### src/rtl/beat_timing_gen.sv
`default_nettype none
// ============================================================================
// Module      : beat_timing_gen
// Description : Machine-cycle timing generator. Emits one-hot beats W1/W2/W3,
//               each split into phases T1/T2/T3 of PHASE_LEN clocks, steered
//               by the controller's stop/short/long requests and restarted by
//               the panel start key.
// Revision    : 1.0 - initial release
// ============================================================================
module beat_timing_gen #(
    parameter int PHASE_LEN = 2
) (
    input  logic clk,
    input  logic clr,
    input  logic qd,
    input  logic stop,
    input  logic short,
    input  logic long,
    output logic w1,
    output logic w2,
    output logic w3,
    output logic t1,
    output logic t2,
    output logic t3,
    output logic t3_end,
    output logic run
);

    typedef enum logic [0:0] {
        ST_IDLE = 1'b0,
        ST_BEAT = 1'b1
    } state_t;

    typedef enum logic [1:0] {
        BEAT_W1 = 2'd0,
        BEAT_W2 = 2'd1,
        BEAT_W3 = 2'd2
    } beat_t;

    typedef enum logic [1:0] {
        PH_T1 = 2'd0,
        PH_T2 = 2'd1,
        PH_T3 = 2'd2
    } phase_t;

    localparam logic [3:0] C_CNT_LAST = 4'(PHASE_LEN - 1);

    state_t     r_state;
    beat_t      r_beat;
    phase_t     r_phase;
    logic [3:0] r_cnt;
    beat_t      r_resume;
    logic       r_qd_d;

    logic       r_w1;
    logic       r_w2;
    logic       r_w3;
    logic       r_t1;
    logic       r_t2;
    logic       r_t3;
    logic       r_t3_end;
    logic       r_run;

    state_t     w_state_nxt;
    beat_t      w_beat_nxt;
    phase_t     w_phase_nxt;
    logic [3:0] w_cnt_nxt;
    beat_t      w_resume_nxt;
    beat_t      w_beat_after;
    logic       w_qd_rise;
    logic       w_cnt_last;
    logic       w_run_nxt;

    assign w_qd_rise  = qd & ~r_qd_d;
    assign w_cnt_last = (r_cnt == C_CNT_LAST);

    // Successor beat if the controller does not request a stop.
    always_comb begin
        w_beat_after = BEAT_W1;
        case (r_beat)
            BEAT_W1: w_beat_after = short ? BEAT_W1 : BEAT_W2;
            BEAT_W2: w_beat_after = long  ? BEAT_W3 : BEAT_W1;
            default: w_beat_after = BEAT_W1;
        endcase
    end

    always_comb begin
        w_state_nxt  = r_state;
        w_beat_nxt   = r_beat;
        w_phase_nxt  = r_phase;
        w_cnt_nxt    = r_cnt;
        w_resume_nxt = r_resume;
        case (r_state)
            ST_IDLE: begin
                if (w_qd_rise) begin
                    w_state_nxt = ST_BEAT;
                    w_beat_nxt  = r_resume;
                    w_phase_nxt = PH_T1;
                    w_cnt_nxt   = 4'd0;
                end
            end
            ST_BEAT: begin
                if (w_cnt_last) begin
                    w_cnt_nxt = 4'd0;
                    case (r_phase)
                        PH_T1: w_phase_nxt = PH_T2;
                        PH_T2: w_phase_nxt = PH_T3;
                        default: begin
                            w_phase_nxt = PH_T1;
                            if (stop) begin
                                w_state_nxt  = ST_IDLE;
                                w_resume_nxt = w_beat_after;
                            end else begin
                                w_beat_nxt = w_beat_after;
                            end
                        end
                    endcase
                end else begin
                    w_cnt_nxt = r_cnt + 4'd1;
                end
            end
            default: w_state_nxt = ST_IDLE;
        endcase
    end

    assign w_run_nxt = (w_state_nxt == ST_BEAT);

    always_ff @(posedge clk) begin
        if (clr) begin
            r_state  <= ST_IDLE;
            r_beat   <= BEAT_W1;
            r_phase  <= PH_T1;
            r_cnt    <= 4'd0;
            r_resume <= BEAT_W1;
            r_qd_d   <= qd;
        end else begin
            r_state  <= w_state_nxt;
            r_beat   <= w_beat_nxt;
            r_phase  <= w_phase_nxt;
            r_cnt    <= w_cnt_nxt;
            r_resume <= w_resume_nxt;
            r_qd_d   <= qd;
        end
    end

    // Strobes are decoded from the next state and registered so they are glitch-free.
    always_ff @(posedge clk) begin
        if (clr) begin
            r_run    <= 1'b0;
            r_w1     <= 1'b0;
            r_w2     <= 1'b0;
            r_w3     <= 1'b0;
            r_t1     <= 1'b0;
            r_t2     <= 1'b0;
            r_t3     <= 1'b0;
            r_t3_end <= 1'b0;
        end else begin
            r_run    <= w_run_nxt;
            r_w1     <= w_run_nxt && (w_beat_nxt == BEAT_W1);
            r_w2     <= w_run_nxt && (w_beat_nxt == BEAT_W2);
            r_w3     <= w_run_nxt && (w_beat_nxt == BEAT_W3);
            r_t1     <= w_run_nxt && (w_phase_nxt == PH_T1);
            r_t2     <= w_run_nxt && (w_phase_nxt == PH_T2);
            r_t3     <= w_run_nxt && (w_phase_nxt == PH_T3);
            r_t3_end <= w_run_nxt && (w_phase_nxt == PH_T3) && (w_cnt_nxt == C_CNT_LAST);
        end
    end

    assign run    = r_run;
    assign w1     = r_w1;
    assign w2     = r_w2;
    assign w3     = r_w3;
    assign t1     = r_t1;
    assign t2     = r_t2;
    assign t3     = r_t3;
    assign t3_end = r_t3_end;

endmodule
`default_nettype wire

### config.mk
export PLATFORM = sky130hd
export DESIGN_NAME = beat_timing_gen
export DESIGN_NICKNAME = d
export VERILOG_FILES = /design/src/rtl/beat_timing_gen.sv
export SDC_FILE = /design/constraint.sdc
export NUM_CORES = 1
export LEC_CHECK = 0
export BUFFER_PORTS_ARGS = -buffer_cell sky130_fd_sc_hd__buf_2
export CAP_MARGIN = 20
export CORE_MARGIN = 1.5
export CORE_UTILIZATION = 28
export DETAILED_ROUTE_END_ITERATION = 10
export PLACE_DENSITY = 0.44
export REMOVE_ABC_BUFFERS = 1
export SLEW_MARGIN = 25
export SYNTH_ARGS = -nofsm -noshare
export SYNTH_HDL_FRONTEND = slang
export SYNTH_SLANG_ARGS = --single-unit
### constraint.sdc
create_clock -name clk -period 2.1 [get_ports clk]
set_input_delay 0.105 -clock clk [delete_from_list [all_inputs] [get_ports clk]]
set_output_delay 0.105 -clock clk [all_outputs]
set_load 0.05 [all_outputs]
==> reports/qor.yml <==
run_status:
  outcome: "finished clean"
cells_and_area:
  seq_area_um2: 380
  syn_to_final_growth_pct: 18.5
  num-fill-cells: 339
  multi_input_area_um2: 454
  fin_cells: 159
  final_util_pct: 34.4
  drive_gt1_share_pct: 26.1
  diodes: 0
  nNetsFinal: 122
detailed_routing:
  drtPass1Iterations: 4
  wl_per_cell_um: 11.8
  drc: 0
  routed_wl_um: 1870
  vias: 757
  ant_nets: 0
  vias_per_cell: 4.76
  first_iter_violations: 27
worst_setup_path:
  crit_required_ns: 2.34
  worst_setup_path_start_kind: "flop"
  cpLargestDelayFamily: "simple AND/OR/NAND/NOR gates"
  crit_path_end_kind: "flop"
  cp_cell_sequence: "or4b_4 -> or4_4 -> a31o_1 -> nor3_2"
  worst-endpoint-arrival_ns: 2.19
  critical-path-slowest-cell: "or4b_4"
  critPathBufInv: 0
  critPathKind: "reg -> reg"
  critical-path-max-stage-delay_ns: 0.58
  cp_max_fo: 6
synthesis:
  yosys.area.top_type_share_pct: 43.3
  synth.distinct_cells: 36
  syn_area_per_cell_um2: 8.87
  synth_flop_cell: "dfxtp_1"
  netlist_top_cells_area: "dfxtp_1 43%, nor2_1 4.7%, a21oi_1 4.0%"
  synth_common_cells: "19 x dfxtp_1, 11 x nor2_1, 7 x a21oi_1, 6 x nand2_1"
  ys_ff_latch: 19
  synth_area_um2: 878
  yosys.cell_count.top_type: "dfxtp_1"
  synth_edf_count: 0
  syn_inst: 99
  yosysWarningCount: 0
  seq_area_frac_synth_pct: 43.3
  async_flop_share_pct: 0
  yosys.area.top_type: "dfxtp_1"
run:
  maxCapViolCount: 0
global_route:
  grt_usage_pct: 13.1
  grt_pass1_vias: 716
  grt_overflow_total: 0
  grt_max_degree: 14
  antenna_found_initial: 0
  grt_pass1_wl_um: 3330
place:
  dp_slack_ns: 0.163
  routabilityCongestion: 0.720
  port_buffers: 13
  placedCellCount: 154
sta:
  worstMarginPinSlew_ns: 0.513
  drv_slew: 0
  fmax_ghz: 0.513
  clock_skew_ns: 0.00330
  timing.final.crit_share_pct: 92.9
  rsz0062_at_grt: "no"
  min_period_ns: 1.95
  setup_violations: 0
  slew_headroom_pct: 65.7
  final.setup.worst_slack_ns: 0.150
  hold_viol_final: 0
  fin_tns_setup_ns: 0
floorplan:
  dieWidth_um: 59.0
  start_util_pct: 29.0
  core_area_um2: 3030
  die_area_um2: 3480
  pin_count: 14
  fp.dieH_um: 59.0
  rows: 20
pwr:
  leakage_nw: 0.418
  seqPwrFrac_pct: 57.0
  peakVddDrop_v: 0.000351
  p_clk_share_pct: 28.0
  powerDensity_nw_per_um2: 645
  intPower_w: 0.000481
  comb_power_share_pct: 15.0
  swShare_pct: 28.4
  p_sw_w: 0.000190
clocking:
  clkSlewWorstSetupHoldPaths_ns: 0.11
  cts_tree: "done"
  cts-buffers-inserted: 3
  cts_resized: 0
  cts_setup_buffers: 0
  cts_max_level: 1
  root_buffer: "clkbuf_4"
  clkSinkCount: 19
  clk_path_buf_depth: 2
  cts_hold_buffers: 1
  insertion_delay_ns: 0.30
worst_hold_path:
  hp-class: "in -> reg"
## power by group through the flow
| stage | sequential [W] | combinational [W] | clock, W |
|---|---|---|---|
| global placement | 0.000391 | 0.0000999 | 0 |
| detailed placement | 0.000391 | 0.000100 | 0 |
| finish | 0.000383 | 0.000101 | 0.000188 |
| floorplan | 0.000412 | 0.0000430 | 0 |
| CTS | 0.000383 | 0.000102 | 0.000203 |
| global route | 0.000385 | 0.000111 | 0.000234 |
## path summary, 6_finish.rpt
check                           slack, ns                      from  cells past startpoint                        to
worst max-delay path                 0.15       r_cnt[3]$_SDFF_PP0_                      4             w3$_SDFF_PP0_
worst max register to register       0.15       r_cnt[3]$_SDFF_PP0_                      4             w3$_SDFF_PP0_
worst min register to register       0.50  r_resume[0]$_SDFFE_PP0P_                      2  r_resume[0]$_SDFFE_PP0P_
worst min-delay path                 0.13                       clr                      2       r_cnt[0]$_SDFF_PP0_
## cell type report
cell class / count / share of cell area [%]
multi-input combinational: 71 / 43.6
clock buffer: 3 / 2.16
sequential: 19 / 36.5
tap: 44 / 5.29
timing repair buffer: 20 / 11.5
clock inverter: 1 / 0.481
inverter: 1 / 0.361
## per-layer routing
layer / wire (um) / up-vias / GRT usage (%)
met3: 65 / 4 / 4.59
met4: 26 / 0 / 5.19
met2: 786 / 12 / 19.5
met5: 0 / - / 0
li1: - / 393 / -
met1: 994 / 348 / 17.3
## registers in the layout, indices dropped and copies added (netlist names), 2 cells and up
| name | flops |
|---|---|
| r_resume | 2 |
| r_cnt | 4 |
| r_phase | 2 |
| r_beat | 2 |
## logic make-up after synthesis
kind of cell | Yosys count | synth area share (%)
AOI/OAI and AO/OA | 23 | 16.2
and+or+nand+nor | 43 | 29.8
muxes | 4 | 4.70
DFF | 19 | 43.3
buffers and inverters | 9 | 4.99
xor gates and xnor gates | 1 | 0.997
## cell usage in the layout, fill, tap and decap left out, types with 2 or more instances in the layout
cell type  synthesis  final
a211oi_1           3      3
a21oi_1            7      7
a31oi_1            4      4
and3b_1            2      2
buf_2              2     13
buf_4              0      6
clkbuf_4           0      3
dfxtp_1           19     19
mux2i_1            3      3
nand2_1            6      6
nand2b_1           4      4
nor2_1            11     11
nor2b_1            2      2
nor3_1             5      5
o21ai_0            5      5
## stage by stage
| step | area [um2] | hold WS, ns | total power (W) |
|---|---|---|---|
| after floorplan | 838 | 0.133 | 0.000455 |
| after global placement | 1000 | 0.254 | 0.000491 |
| after detailed placement | 1000 | 0.257 | 0.000491 |
| after CTS | 1040 | 0.120 | 0.000688 |
| after global routing | 1040 | 0.112 | 0.000730 |
| final | 1040 | 0.130 | 0.000671 |
No activity file was read; power rests on OpenSTA's default activity.
